## config.mk

```make
export PLATFORM = sky130hd
export DESIGN_NAME = subterranean_din_packer
export DESIGN_NICKNAME = d
export VERILOG_FILES = /design/src/rtl/subterranean_din_packer.sv
export SDC_FILE = /design/constraint.sdc
export NUM_CORES = 1
export LEC_CHECK = 0
export ABC_AREA = 1
export CAP_MARGIN = 25
export CELL_PAD_IN_SITES_DETAIL_PLACEMENT = 0
export CELL_PAD_IN_SITES_GLOBAL_PLACEMENT = 1
export CORE_AREA = 2 2 159 99
export CTS_BUF_LIST = sky130_fd_sc_hd__clkbuf_4
export CTS_CLUSTER_SIZE = 25
export DETAILED_ROUTE_END_ITERATION = 12
export DIE_AREA = 0 0 161 101
export GPL_TIMING_DRIVEN = 0
export PLACE_DENSITY_LB_ADDON = 0.08
export SETUP_SLACK_MARGIN = 0.4
export SLEW_MARGIN = 20
export SYNTH_ARGS = -nofsm -noshare
export SYNTH_HDL_FRONTEND = slang
export SYNTH_SLANG_ARGS = --single-unit
```

## constraint.sdc

```tcl
create_clock -name clk -period 3.5 [get_ports clk]
set_clock_uncertainty 0.05 [all_clocks]
set_input_delay 0.7 -clock clk [delete_from_list [all_inputs] [get_ports clk]]
set_output_delay 0.7 -clock clk [all_outputs]
set_load 0.01 [all_outputs]
```

## src/rtl/subterranean_din_packer.sv

```systemverilog
// Packs a host byte stream into 32-bit din words (data/size/last) for subterranean_stream.
// One assembly slot feeds one registered output slot, so 1 byte/cycle is sustained with dout_ready high.
module subterranean_din_packer #(
  parameter int G_PAD_FULL_LAST = 0,
  parameter int G_CNT_WIDTH     = 16
) (
  input  logic                   clk,
  input  logic                   arst,
  input  logic [7:0]             bin,
  input  logic                   bin_empty,
  input  logic                   bin_last,
  input  logic                   bin_valid,
  output logic                   bin_ready,
  output logic [31:0]            dout,
  output logic [2:0]             dout_size,
  output logic                   dout_last,
  output logic                   dout_valid,
  input  logic                   dout_ready,
  output logic [G_CNT_WIDTH-1:0] msg_word_cnt,
  output logic                   busy
);

  logic [31:0]            r_acc;
  logic [2:0]             r_acc_cnt;
  logic                   r_acc_last;
  logic                   r_acc_closed;
  logic                   r_pad_pend;
  logic [31:0]            r_dout;
  logic [2:0]             r_dout_size;
  logic                   r_dout_last;
  logic                   r_dout_valid;
  logic [G_CNT_WIDTH-1:0] r_msg_cnt;

  logic        w_out_free;
  logic        w_move;
  logic        w_accept;
  logic        w_noop;
  logic [2:0]  w_base_cnt;
  logic [31:0] w_acc_nxt;
  logic [2:0]  w_cnt_nxt;
  logic        w_last_nxt;
  logic        w_closed_nxt;
  logic        w_pad_nxt;

  assign w_out_free = !r_dout_valid || dout_ready;
  assign w_move     = r_acc_closed && w_out_free;
  // While a pad word is queued behind the full word, the acc is spoken for on the move edge.
  assign bin_ready  = (!r_acc_closed || w_out_free) && !r_pad_pend;
  assign w_accept   = bin_valid && bin_ready;
  assign w_noop     = bin_empty && !bin_last;
  assign w_base_cnt = w_move ? 3'd0 : r_acc_cnt;

  always_comb begin
    w_acc_nxt    = r_acc;
    w_cnt_nxt    = r_acc_cnt;
    w_last_nxt   = r_acc_last;
    w_closed_nxt = r_acc_closed;
    w_pad_nxt    = r_pad_pend;
    if (w_move) begin
      w_acc_nxt    = '0;
      w_cnt_nxt    = 3'd0;
      w_last_nxt   = r_pad_pend;
      w_closed_nxt = r_pad_pend;
      w_pad_nxt    = 1'b0;
    end
    if (w_accept && !w_noop) begin
      if (bin_empty) begin
        w_last_nxt   = 1'b1;
        w_closed_nxt = 1'b1;
      end else begin
        for (int i = 0; i < 4; i++) begin
          if (w_base_cnt == 3'(i)) w_acc_nxt[8*i +: 8] = bin;
        end
        w_cnt_nxt    = w_base_cnt + 3'd1;
        w_last_nxt   = bin_last;
        w_closed_nxt = bin_last || (w_base_cnt == 3'd3);
        if ((G_PAD_FULL_LAST != 0) && bin_last && (w_base_cnt == 3'd3)) begin
          w_last_nxt = 1'b0;
          w_pad_nxt  = 1'b1;
        end
      end
    end
  end

  always_ff @(posedge clk or posedge arst) begin
    if (arst) begin
      r_acc        <= '0;
      r_acc_cnt    <= 3'd0;
      r_acc_last   <= 1'b0;
      r_acc_closed <= 1'b0;
      r_pad_pend   <= 1'b0;
    end else begin
      r_acc        <= w_acc_nxt;
      r_acc_cnt    <= w_cnt_nxt;
      r_acc_last   <= w_last_nxt;
      r_acc_closed <= w_closed_nxt;
      r_pad_pend   <= w_pad_nxt;
    end
  end

  always_ff @(posedge clk or posedge arst) begin
    if (arst) begin
      r_dout       <= '0;
      r_dout_size  <= 3'd0;
      r_dout_last  <= 1'b0;
      r_dout_valid <= 1'b0;
    end else if (w_move) begin
      r_dout       <= r_acc;
      r_dout_size  <= r_acc_cnt;
      r_dout_last  <= r_acc_last;
      r_dout_valid <= 1'b1;
    end else if (dout_ready) begin
      r_dout_valid <= 1'b0;
    end
  end

  always_ff @(posedge clk or posedge arst) begin
    if (arst) begin
      r_msg_cnt <= '0;
    end else if (r_dout_valid && dout_ready) begin
      if (r_dout_last)          r_msg_cnt <= '0;
      else if (r_msg_cnt != '1) r_msg_cnt <= r_msg_cnt + 1'b1;
    end
  end

  assign dout         = r_dout;
  assign dout_size    = r_dout_size;
  assign dout_last    = r_dout_last;
  assign dout_valid   = r_dout_valid;
  assign msg_word_cnt = r_msg_cnt;
  assign busy         = (r_acc_cnt != 3'd0) || r_acc_closed || r_dout_valid;

endmodule
```

Word level (Yosys, flattened, before mapping). Index checks and enable logic that the tools add are counted. W data, S select, Z words.

Input bits: 14. Bits in registers: 90.

Reduce and logical (&&, ||, !) cells: 20. Add/sub/neg operators: 2. Equality and inequality tests: 4. Multiplexer cells: 19.

Operators with widths (number): $mux W32 (3); $mux W16 (2); $mux W8 (4); $add A16 B1 Y16 const B (1); $ne A16 B16 Y1 const B (1); $mux W3 (3); $mux W1 (7); $eq A3 B2 Y1 const B (2); $reduce_bool A2 Y1 (3); $logic_and A1 B1 Y1 (5); $logic_or A1 B1 Y1 (5); $logic_not A1 Y1 (4); $add A3 B1 Y3 const B (1); $eq A3 B1 Y1 const B (1); $logic_not A3 Y1 (1); $reduce_bool A3 Y1 (1); $reduce_and A2 Y1 (1).

Longest topological paths before layout. Gate-level depths: netlist (run 1).

Depth after elaboration: 8. Mapped depth: 13. Gate-level depth less buffers: 12.

Least setup slack after synthesis (run 1). Ideal clock, no wire load.

Kind: input port to flip-flop. Start: input port dout_ready. End: register r_acc[29]. Path buffers: 1. Library setup time: 0.131 ns. Path slack: 1.063 ns. Required time: 3.319 ns. Stages on the path: 13. Data arrival time: 2.256 ns. Cell sequence: inv_1 nand2_1 nand2_1 clkinv_1 nor2_1 ha_1 ha_1 inv_1 nor2_1 nand2_1 clkbuf_1 nand3_1 o21ai_0.

Longest elaborated chain between the ends: 7. Elaborated cells on any way between the ends: 11. Those cells by class: 1 x eq/ne; 5 x mux; 5 x reduce/logical.

Ends and longest elaborated chain: start: declaration (RTL line 18) `input logic dout_ready,`; $logic_or A1 B1 Y1 * (RTL line 45) `assign w_out_free = !r_dout_valid || dout_ready;`; $logic_and A1 B1 Y1 (RTL line 46) `assign w_move = r_acc_closed && w_out_free;`; $mux W3 (RTL line 51) `assign w_base_cnt = w_move ? 3'd0 : r_acc_cnt;`; $eq A3 B2 Y1 (RTL line 72) `if (w_base_cnt == 3'(i)) w_acc_nxt[8*i +: 8] = bin;`; $mux W8 (RTL line 72); $mux W32 (RTL line 67) `if (bin_empty) begin`; $mux W32 * (RTL line 66) `if (w_accept && !w_noop) begin`; net w_acc_nxt[29] (RTL line 39) `logic [31:0] w_acc_nxt;`; end signal: assignment (RTL line 93) `r_acc <= w_acc_nxt;`; end: declaration (RTL line 23) `logic [31:0] r_acc;`.

Mark *: on every way through the listed nets, which the timed path passes. The rest lies on a longest branch. A chain may end at the register's enable or synchronous reset.

Final worst setup path (run 1).
Start: input port dout_ready. End: register r_acc[30].

Same word-level chain as after synthesis.

==> impl_metrics.py, run 1 <==
metrics = {
    "outcome": {
        "outcome": "complete, no violations",
    },
    "routing": {
        "topRoutingLayerUsed": "met4",
        "first_pass_iters": 4,
        "drt_drc_violations_left": 0,
        "avgViaCountPerCell": 4.40,
        "met3RoutedLength_um": 620,
        "number_of_nets_still_failing_antenna_checks_after_routing": 0,
        "drt-wirelength-per-cell_um": 14.9,
        "route.final.wire_length_um": 11600,
        "initialDrtViolationCount": 194,
        "met2RoutedLength_um": 4330,
        "wl_met1_um": 6580,
        "dr_total_vias": 3412,
    },
    "clock_network": {
        "cts.path.max_buffers": 2,
        "clock_tree.htree_level_count": 3,
        "clk_latency_ns": 0.44,
        "cts_root_buf": "sky130_fd_sc_hd__clkbuf_4",
        "cts_hold_buffers": 0,
        "clk_pin_slew_ns": 0.15,
        "cts-buffers-inserted": 9,
        "cts.sink_count": 90,
        "cts_tree": "done",
    },
    "yosys": {
        "yosys.area.top_type_share": 0.557,
        "seq_area_frac_synth": 0.557,
        "synthDominantAreaCellType": "sky130_fd_sc_hd__dfrtp_1",
        "synthesis.yosys.warnings": 0,
        "summed_instance_area_of_the_synthesized_netlist_um2": 4050,
        "synthesis.nets": 504,
        "synth_area_leaders": "sky130_fd_sc_hd__dfrtp_1 (56%), sky130_fd_sc_hd__nand2_1 (17%), sky130_fd_sc_hd__nand3_1 (5.2%), sky130_fd_sc_hd__o21ai_0 (4.9%), sky130_fd_sc_hd__inv_1 (3.2%)",
        "syn_area_per_cell_um2": 8.34,
        "syn_inst": 485,
        "number_of_storage_elements_in_the_synthesis_netlist": 90,
        "ys_types": 27,
    },
    "setup_path": {
        "crit_path_start": "dout_ready",
        "start_of_the_worst_register_to_register_path": "dout_valid",
        "critical_path.max_stage_delay_ns": 0.43,
        "top_family_by_delay_on_critical_path": "buffers and inverters",
        "regToRegEndpoint": "r_acc[30]",
        "worstSetupEndpointType": "flop",
        "worst-path-max-fanout": 10,
        "crit_arrival_ns": 3.05,
        "nature_of_the_critical_path_startpoint": "primary input",
        "worst_ep_required_time_ns": 3.77,
        "worst_r2r_path_depth": 12,
        "crit_path_top_delay_cell": "sky130_fd_sc_hd__clkdlybuf4s50_1",
        "ordered_cell_list_for_the_critical_path": "clkdlybuf4s50_1 > inv_1 > nand2_1 > nand2_1 > clkinvlp_4 > nor2_1 > ha_1 > ha_1 > inv_1 > nor2_1 > nand2_2 > clkbuf_1 > nand3_1 > o21ai_0",
        "buffers_and_inverters_on_the_worst_path": 5,
        "setup.worst_path.class": "in2reg",
        "r2r_slack_ns": 1.02,
    },
    "worst_hold_path": {
        "min-delay-start": "r_acc[4]",
        "hold_depth": 2,
        "hold_path.class": "reg2reg",
        "holdPathEnd": "dout[4]",
    },
    "power_and_ir_drop": {
        "power.leakage_nw": 2.42,
        "power.total_mw": 2.77,
        "power.ir.vdd_worst_mv": 0.155,
        "cellPowerDensity_nw_per_um2": 535,
    },
    "die": {
        "core-area_um2": 14900,
        "area_of_the_die_um2": 16300,
        "overall_die_height_um": 101,
        "die_x_um": 161,
        "rows": 35,
        "design.portCount": 69,
        "start_util": 0.272,
    },
    "global_route": {
        "grtUsageTotal": 0.149,
        "grt_start_max_net_pins": 61,
        "globalRoute.totalOverflow": 0,
        "grt_pass1_vias": 3374,
        "antenna_found_initial": 0,
        "first_pass_grt_wire_length_um": 18600,
    },
    "place": {
        "gpl.final_weighted_congestion": 0.792,
        "dp_worst_setup_slack_ns": 0.0122,
        "buffers_added_on_ports": 68,
        "dp_hpwl_um": 8740,
    },
    "cells_and_area": {
        "area_overhead_of_the_layout_relative_to_synthesis_pct": 28.0,
        "n_antenna_cell": 0,
        "finish.net_count": 586,
        "regArea_um2": 2250,
        "layout-drive-gt1-share": 0.0909,
        "multi_input_comb_area_um2": 1570,
        "fill_cell_count": 1589,
    },
    "timing": {
        "rsz0062_at_grt": "false",
        "max_clock_freq_ghz": 0.359,
        "timing_hold_violations_final": 0,
        "transition_time_at_the_pin_with_the_least_slew_margin_ns": 0.620,
        "final.period_utilization": 0.796,
        "finalHoldWorstSlack_ns": 0.439,
        "timing.final.setup_violations": 0,
        "worst_slack_ns": 0.714,
        "final-max-slew-violation-count": 0,
        "slew-limit-headroom": 0.587,
        "post-route-min-period_ns": 2.79,
    },
    "flow_run": {
        "cap_viol_max_count": 0,
    },
}
power by group:
part / internal (mW) / total (mW) / leakage, nW / switching (mW)
clock: 0.229 / 0.604 / 0.0772 / 0.375
combinational: 0.375 / 0.786 / 1.13 / 0.412
sequential: 1.24 / 1.38 / 1.22 / 0.142
total: 1.84 / 2.77 / 2.42 / 0.929
timing repair:
item                       4_1_cts  5_1_grt
gates resized for setup          0        3
hold endpoints to repair         0        0
setup endpoints to repair        0       16
setup buffers                    0        2
layout make-up:
type / instances / share of cell area
clock inverters: 6 / 0.0126
flip-flops and latches: 90 / 0.435
well taps: 203 / 0.0491
clock buffers: 10 / 0.0145
inverters: 35 / 0.0271
plain buffers: 19 / 0.0193
repair buffers: 71 / 0.140
multi-input cells: 341 / 0.303
logic make-up (layout without fill, tap and decap cells):
kind of cell / count (synthesis) / count (layout) / share of synthesized area
AO/OA/AOI/OAI: 55 / 55 / 0.0773
XOR/XNOR: 5 / 5 / 0.0108
adder cells (fa/ha/maj): 5 / 5 / 0.0155
buffers and inverters: 54 / 141 / 0.0572
flip-flops: 90 / 90 / 0.557
AND/OR/NAND/NOR: 276 / 276 / 0.283
through the flow:
stage	instances	cell area, um2	util	TNS [ns]
final	775	5180	0.348	0
after global placement	756	4980	0.335	-113.36
after global routing	775	5180	0.348	0
after CTS	773	5150	0.346	0
after detailed placement	757	5010	0.337	0
after floorplan	485	4050	-	0
worst reg2reg max path, cell delays in order, from the launching register on:
cell and delay [ns]:
sky130_fd_sc_hd__dfrtp_1 0.44, sky130_fd_sc_hd__nand2_1 0.09, sky130_fd_sc_hd__nand2_1 0.21, sky130_fd_sc_hd__clkinvlp_4 0.18, sky130_fd_sc_hd__nor2_1 0.23, sky130_fd_sc_hd__ha_1 0.20, sky130_fd_sc_hd__ha_1 0.14, sky130_fd_sc_hd__inv_1 0.04
sky130_fd_sc_hd__nor2_1 0.16, sky130_fd_sc_hd__nand2_2 0.17, sky130_fd_sc_hd__clkbuf_1 0.25, sky130_fd_sc_hd__nand3_1 0.11, sky130_fd_sc_hd__o21ai_0 0.08
cells in the final DEF, fill, tap and decap left out, types with 2 or more instances in the layout:
cell type and n:
sky130_fd_sc_hd__or2_2 3, sky130_fd_sc_hd__inv_1 33, sky130_fd_sc_hd__inv_6 3, sky130_fd_sc_hd__xor2_1 4
sky130_fd_sc_hd__clkinv_2 2, sky130_fd_sc_hd__nand3_1 42, sky130_fd_sc_hd__clkdlybuf4s50_1 68, sky130_fd_sc_hd__clkbuf_1 8
sky130_fd_sc_hd__buf_4 3, sky130_fd_sc_hd__o21ai_0 40, sky130_fd_sc_hd__nand2_1 186, sky130_fd_sc_hd__nor2_1 27
sky130_fd_sc_hd__nand2_2 4, sky130_fd_sc_hd__o21ai_2 8, sky130_fd_sc_hd__dfrtp_1 90, sky130_fd_sc_hd__a21oi_1 4
sky130_fd_sc_hd__nand4_1 7, sky130_fd_sc_hd__nor2_2 3, sky130_fd_sc_hd__buf_6 2, sky130_fd_sc_hd__ha_1 5
sky130_fd_sc_hd__buf_2 8, sky130_fd_sc_hd__clkbuf_4 10, sky130_fd_sc_hd__clkinvlp_4 2
flip-flops by register name, indices dropped and copies added, names as in the netlist:
signal	count
dout	32
r_acc	32
msg_word_cnt	16
dout_size	3
r_acc_cnt	3
dout_last	1
dout_valid	1
r_acc_closed	1
r_acc_last	1
worst max path at each step:
| stage | endpoint | slack, ns | cells past startpoint |
|---|---|---|---|
| after detailed placement | r_acc[29] | 0.01 | 14 |
| after CTS | r_acc[29] | 0.51 | 14 |
| after floorplan | dout[0] | 0.41 | 1 |
| final | r_acc[30] | 0.71 | 14 |
| after global routing | r_acc[29] | 0.45 | 14 |
| after global placement | dout[16] | -1.27 | 2 |
synth_stat cells (all sizes together):
cell    number
a21boi       1
o21ai       48
clkbuf       8
nand4        7
xor2         4
dfrtp       90
or3          1
clkinv       1
or2          3
xnor2        1
nor2        31
nand2      190
a21oi        4
buf         11
inv         34
o31ai        1
nand3       43
nor3         1
a22oi        1
ha           5
metal layers:
layer,vias up,global-route usage
met2,60,0.192
met4,0,0.0330
met3,2,0.0440
met5,-,0
met1,1646,0.238
li1,1704,-
Note: power is estimated with default switching activity, not from simulation.
==> run 2, diff against run 1 <==
==> constraint.sdc (replaced) <==
create_clock -name clk -period 2.89 [get_ports clk]
set_clock_uncertainty 0.05 [all_clocks]
set_input_delay 0.578 -clock clk [delete_from_list [all_inputs] [get_ports clk]]
set_output_delay 0.578 -clock clk [all_outputs]
set_load 0.01 [all_outputs]
==> run 2 against run 1 <==
  * Wire length down 0.16%
  * Die area unchanged
  * Non-clock buffer count rose by 2
  * Critical path depth is 10 lower
  * Hold slack got worse by 0.047 ns
  * Largest cell class unchanged
  * Sequential cell count unchanged
  * Final cell count rose by 0.26%
  * Sequential share of layout area shrank 0.52 points
  * Via count is 0.41% lower
  * Register-to-register slack lost 0.29 ns
  * Clock power up 22%
==> impl_metrics.py, run 2 (same netlist as run 1, synthesis figures left out) <==
metrics = {
    "die": {
        "rows": 35,
        "start_util": 0.272,
        "design.portCount": 69,
        "area_of_the_die_um2": 16300,
        "overall_die_height_um": 101,
        "core-area_um2": 14900,
        "die_x_um": 161,
    },
    "timing": {
        "slew-limit-headroom": 0.595,
        "transition_time_at_the_pin_with_the_least_slew_margin_ns": 0.607,
        "post-route-min-period_ns": 2.40,
        "finalHoldWorstSlack_ns": 0.392,
        "rsz0062_at_grt": "true",
        "setup_tns_ns": 0,
        "timing_hold_violations_final": 0,
        "worst_slack_ns": 0.485,
        "max_clock_freq_ghz": 0.416,
        "final-max-slew-violation-count": 0,
        "final.period_utilization": 0.832,
        "timing.final.setup_violations": 0,
    },
    "setup_path": {
        "worstSetupEndpointType": "output port",
        "worst_ep_required_time_ns": 2.26,
        "nature_of_the_critical_path_startpoint": "primary input",
        "crit_arrival_ns": 1.78,
        "crit_path_start": "dout_ready",
        "worst-path-max-fanout": 3,
        "setup.worst_path.class": "in2out",
        "start_of_the_worst_register_to_register_path": "dout_valid",
    },
    "clock_network": {
        "cts.sink_count": 90,
        "cts.path.max_buffers": 2,
        "clk_latency_ns": 0.45,
        "cts_tree": "done",
        "cts_hold_buffers": 0,
        "cts-buffers-inserted": 9,
        "cts_root_buf": "sky130_fd_sc_hd__clkbuf_4",
        "clk_pin_slew_ns": 0.14,
        "clock_tree.htree_level_count": 3,
    },
    "power_and_ir_drop": {
        "sw_pwr_mw": 1.11,
        "internal_power_mw": 2.26,
        "power.ir.vdd_worst_mv": 0.199,
        "netSwitchingFraction": 0.331,
        "cellPowerDensity_nw_per_um2": 643,
        "power.total_mw": 3.37,
        "power_frac_comb": 0.288,
        "p_clk_frac": 0.218,
        "power.leakage_nw": 2.45,
        "seq_power_share": 0.494,
    },
    "place": {
        "dp_hpwl_um": 8850,
        "gpl.final_weighted_congestion": 0.795,
        "dpl_cell_area_um2": 5050,
        "dp_worst_setup_slack_ns": -0.496,
        "buffers_added_on_ports": 68,
    },
    "routing": {
        "number_of_nets_still_failing_antenna_checks_after_routing": 0,
        "route.final.wire_length_um": 11600,
        "dr_total_vias": 3398,
        "avgViaCountPerCell": 4.37,
        "first_pass_iters": 4,
        "drt-wirelength-per-cell_um": 14.9,
        "initialDrtViolationCount": 144,
        "drt_drc_violations_left": 0,
    },
    "cells_and_area": {
        "n_antenna_cell": 0,
        "layout.cells.most_common": "sky130_fd_sc_hd__nand2_1",
        "final_cell_mix": "sky130_fd_sc_hd__nand2_1 (185), sky130_fd_sc_hd__dfrtp_1 (90), sky130_fd_sc_hd__clkdlybuf4s50_1 (67)",
        "layout-drive-gt1-share": 0.103,
        "fill_cell_count": 1592,
        "finalInstanceArea_um2": 5240,
        "area_overhead_of_the_layout_relative_to_synthesis_pct": 29.5,
        "finish.net_count": 588,
    },
    "global_route": {
        "first_pass_grt_wire_length_um": 18700,
        "antenna_found_initial": 0,
        "grt_pass1_vias": 3390,
        "globalRoute.totalOverflow": 0,
        "grtUsageTotal": 0.151,
        "grt_start_max_net_pins": 32,
    },
    "flow_run": {
        "cap_viol_max_count": 0,
    },
    "outcome": {
        "outcome": "complete, no violations",
    },
    "worst_hold_path": {
        "hold_path.class": "in2async",
    },
}
==> run 2: cell types whose count changed in the layout (fill, tap and decap cells not counted), moves of 2 or more <==
cell	before	now
sky130_fd_sc_hd__buf_12	0	2
sky130_fd_sc_hd__clkbuf_4	10	12
sky130_fd_sc_hd__inv_6	3	0
sky130_fd_sc_hd__nor2_4	1	3
sky130_fd_sc_hd__clkinv_4	0	3
==> run 2: per-stage QoR <==
step            util  cells
2_1_floorplan      -    485
3_3_place_gp   0.335    756
3_5_place_dp   0.339    759
4_1_cts        0.350    775
5_1_grt        0.352    777
6_report       0.352    777
==> run 2: critical path, stage by stage <==
cell and delay, ns:
sky130_fd_sc_hd__clkdlybuf4s50_1 0.48, sky130_fd_sc_hd__inv_1 0.06, sky130_fd_sc_hd__nand3_1 0.11, sky130_fd_sc_hd__clkdlybuf4s50_1 0.56
==> run 2: power groups by stage <==
stage	combinational, mW	clock [mW]	sequential, mW
floorplan	0.428	0	1.73
global placement	0.948	0	1.69
detailed placement	0.970	0	1.70
CTS	0.982	0.772	1.67
global route	1.10	0.830	1.70
finish	0.969	0.734	1.67
==> run 2: timing repair <==
item | 4_1_cts | 5_1_grt
cloned | 0 | 0
setup endpoints to repair | 25 | 15
buffers inserted | 0 | 2
pin swaps | 0 | 1
gates resized for setup | 9 | 4
==> run 2: metal layers <==
layer / routed length, um / global-route usage / part of all wire / vias to the layer above
met5: 0 / 0 / 0 / -
met4: 108 / 0.0350 / 0.0093 / 0
met3: 579 / 0.0341 / 0.050 / 8
met2: 4260 / 0.193 / 0.37 / 65
met1: 6610 / 0.247 / 0.57 / 1619
li1: - / - / - / 1706
==> run 2: final timing paths <==
| kind | depth (start not counted) | slack (ns) | to |
|---|---|---|---|
| min | 2 | 0.39 | dout[22] |
| min in group clk | 2 | 0.45 | dout[0] |
| min reg2reg | 2 | 0.45 | dout[0] |
| max in group asynchronous | 4 | 1.74 | r_acc_cnt[1] |
| max reg2reg | 9 | 0.73 | r_acc[14] |
| max | 4 | 0.49 | bin_ready |
==> run 2: area by class of cell <==
class / instances / area (um2) / share of cell area
sequential: 90 / 2250 / 0.430
multi-input combinational: 341 / 1590 / 0.303
timing repair buffer: 73 / 762 / 0.145
tap: 203 / 254 / 0.0485
inverter: 35 / 140 / 0.0267
buffer: 19 / 101 / 0.0193
clock buffer: 12 / 90.1 / 0.0172
clock inverter: 4 / 52.6 / 0.0100
==> run 3, diff against run 2 <==
==> constraint.sdc (replaced) <==
create_clock -name clk -period 2 [get_ports clk]
set_clock_uncertainty 0.05 [all_clocks]
set_input_delay 0.4 -clock clk [delete_from_list [all_inputs] [get_ports clk]]
set_output_delay 0.4 -clock clk [all_outputs]
set_load 0.01 [all_outputs]
==> run 3 against run 2 <==
  * Die area did not move
  * Critical endpoint is now busy
  * Global-route usage rose by 1.1 points
  * Utilization rose by 5.9 points
  * Critical path depth fell by 1
  * Highest routed layer unchanged
  * Sequential cell count did not move
  * Power rose by 66%
  * Clock-buffer cell count fell by 2
  * Combinational power rose by 110%
  * Largest cell class unchanged
  * Register-to-register slack got worse by 0.61 ns
==> impl_metrics.py, run 3 (same netlist as run 1, synthesis figures left out) <==
metrics = {
    "power_and_ir_drop": {
        "power.leakage_nw": 3.07,
        "power.ir.vdd_worst_mv": 0.305,
        "cellPowerDensity_nw_per_um2": 912,
        "power.total_mw": 5.58,
    },
    "timing": {
        "setup_tns_ns": 0,
        "final.period_utilization": 0.961,
        "worst_slack_ns": 0.0787,
        "timing.final.setup_violations": 0,
        "timing_hold_violations_final": 0,
        "slew-limit-headroom": 0.683,
        "post-route-min-period_ns": 1.92,
        "transition_time_at_the_pin_with_the_least_slew_margin_ns": 0.476,
        "max_clock_freq_ghz": 0.520,
        "rsz0062_at_grt": "true",
        "finalHoldWorstSlack_ns": 0.149,
        "final-max-slew-violation-count": 0,
    },
    "clock_network": {
        "cts-buffers-inserted": 9,
        "clk_pin_slew_ns": 0.15,
        "cts_hold_buffers": 0,
        "clock_tree.htree_level_count": 3,
        "cts.path.max_buffers": 2,
        "cts_tree": "done",
        "clk_latency_ns": 0.45,
        "cts.sink_count": 90,
        "cts_root_buf": "sky130_fd_sc_hd__clkbuf_4",
    },
    "die": {
        "die_x_um": 161,
        "area_of_the_die_um2": 16300,
        "start_util": 0.272,
        "design.portCount": 69,
        "core-area_um2": 14900,
        "overall_die_height_um": 101,
        "rows": 35,
    },
    "global_route": {
        "globalRoute.totalOverflow": 0,
        "grt_start_max_net_pins": 32,
        "antenna_found_initial": 0,
        "grt_pass1_vias": 3712,
        "grtUsageTotal": 0.162,
        "first_pass_grt_wire_length_um": 20400,
    },
    "place": {
        "buffers_added_on_ports": 68,
        "dp_hpwl_um": 8620,
        "dp_worst_setup_slack_ns": -0.553,
        "placed_cells_incl_taps": 759,
        "dpl_cell_area_um2": 5110,
        "gpl.final_weighted_congestion": 0.762,
    },
    "cells_and_area": {
        "post_route_utilization": 0.411,
        "finish.net_count": 663,
        "finalInstanceArea_um2": 6120,
        "fill_cell_count": 1556,
        "layout-drive-gt1-share": 0.362,
        "area_overhead_of_the_layout_relative_to_synthesis_pct": 51.1,
        "regArea_um2": 2270,
        "layout.cells.most_common": "sky130_fd_sc_hd__nand2_1",
        "multi_input_comb_area_um2": 1810,
        "final_cell_mix": "sky130_fd_sc_hd__nand2_1 (168), sky130_fd_sc_hd__dfrtp_1 (77), sky130_fd_sc_hd__buf_4 (60)",
        "final_cells": 852,
        "n_antenna_cell": 0,
    },
    "setup_path": {
        "critical_path.max_stage_delay_ns": 0.43,
        "ordered_cell_list_for_the_critical_path": "buf_6 > or3_1 > buf_2",
        "r2r_slack_ns": 0.12,
        "worst_ep_required_time_ns": 1.55,
        "worstSetupEndpointType": "output port",
        "crit_path_top_delay_cell": "sky130_fd_sc_hd__dfrtp_1",
        "nature_of_the_critical_path_startpoint": "flop",
        "top_family_by_delay_on_critical_path": "flip-flops",
        "setup.worst_path.class": "reg2out",
        "buffers_and_inverters_on_the_worst_path": 2,
        "worst-path-max-fanout": 2,
        "crit_arrival_ns": 1.47,
    },
    "routing": {
        "number_of_nets_still_failing_antenna_checks_after_routing": 0,
        "first_pass_iters": 4,
        "drt_drc_violations_left": 0,
        "initialDrtViolationCount": 253,
        "route.final.wire_length_um": 12700,
        "dr_total_vias": 3746,
        "drt-wirelength-per-cell_um": 15.0,
        "avgViaCountPerCell": 4.40,
    },
    "worst_hold_path": {
        "hold_path.class": "in2async",
    },
    "flow_run": {
        "cap_viol_max_count": 0,
    },
    "outcome": {
        "outcome": "complete, no violations",
    },
}
==> run 3: changes by cell type in the layout (fill, tap and decap cells not counted), moves of 6 or more <==
cell / change
sky130_fd_sc_hd__o21ai_1: +12
sky130_fd_sc_hd__buf_6: +29
sky130_fd_sc_hd__nand2_4: +13
sky130_fd_sc_hd__dfrtp_2: +13
sky130_fd_sc_hd__clkdlybuf4s50_1: -54
sky130_fd_sc_hd__clkdlybuf4s15_1: +10
sky130_fd_sc_hd__o21ai_0: -16
sky130_fd_sc_hd__nor2_1: -6
sky130_fd_sc_hd__dfrtp_1: -13
sky130_fd_sc_hd__buf_4: +57
sky130_fd_sc_hd__nand2_1: -17
sky130_fd_sc_hd__clkbuf_2: +31
==> run 3: timing repair <==
action | CTS | global route
gates cloned | 3 | 1
setup buffers | 61 | 12
setup endpoints to repair | 141 | 133
gates resized for setup | 208 | 109
pin swaps | 11 | 11
==> run 3: final timing paths <==
path / start / end / cells after the start
max in group asynchronous: arst / msg_word_cnt[11] / 5
min in group clk: r_acc[12] / dout[12] / 2
min reg2reg: r_acc[12] / dout[12] / 2
max reg2reg: dout_valid / r_acc[29] / 12
max: dout_valid / busy / 3
min: arst / dout[22] / 2
==> run 3: power by group <==
| part | total [mW] | switching (mW) | leakage [nW] | internal, mW |
|---|---|---|---|---|
| Sequential | 2.37 | 0.200 | 1.20 | 2.17 |
| Combinational | 2.02 | 0.995 | 1.79 | 1.02 |
| Clock | 1.19 | 0.661 | 0.0870 | 0.526 |
==> run 3: area by class of cell <==
type                            count  share of cell area
Multi-Input combinational cell    341               0.295
Buffer                             19              0.0278
Sequential cell                    90               0.371
Inverter                           35              0.0266
Clock inverter                      6              0.0147
Timing Repair Buffer              148               0.211
Tap cell                          203              0.0415
Clock buffer                       10              0.0123
==> run 3: metal layers <==
layer,up-vias,track usage,wire length [um]
met5,-,0,0
met4,0,0.0323,116
met3,9,0.0370,599
met2,71,0.216,4900
met1,1800,0.261,7140
li1,1866,-,-
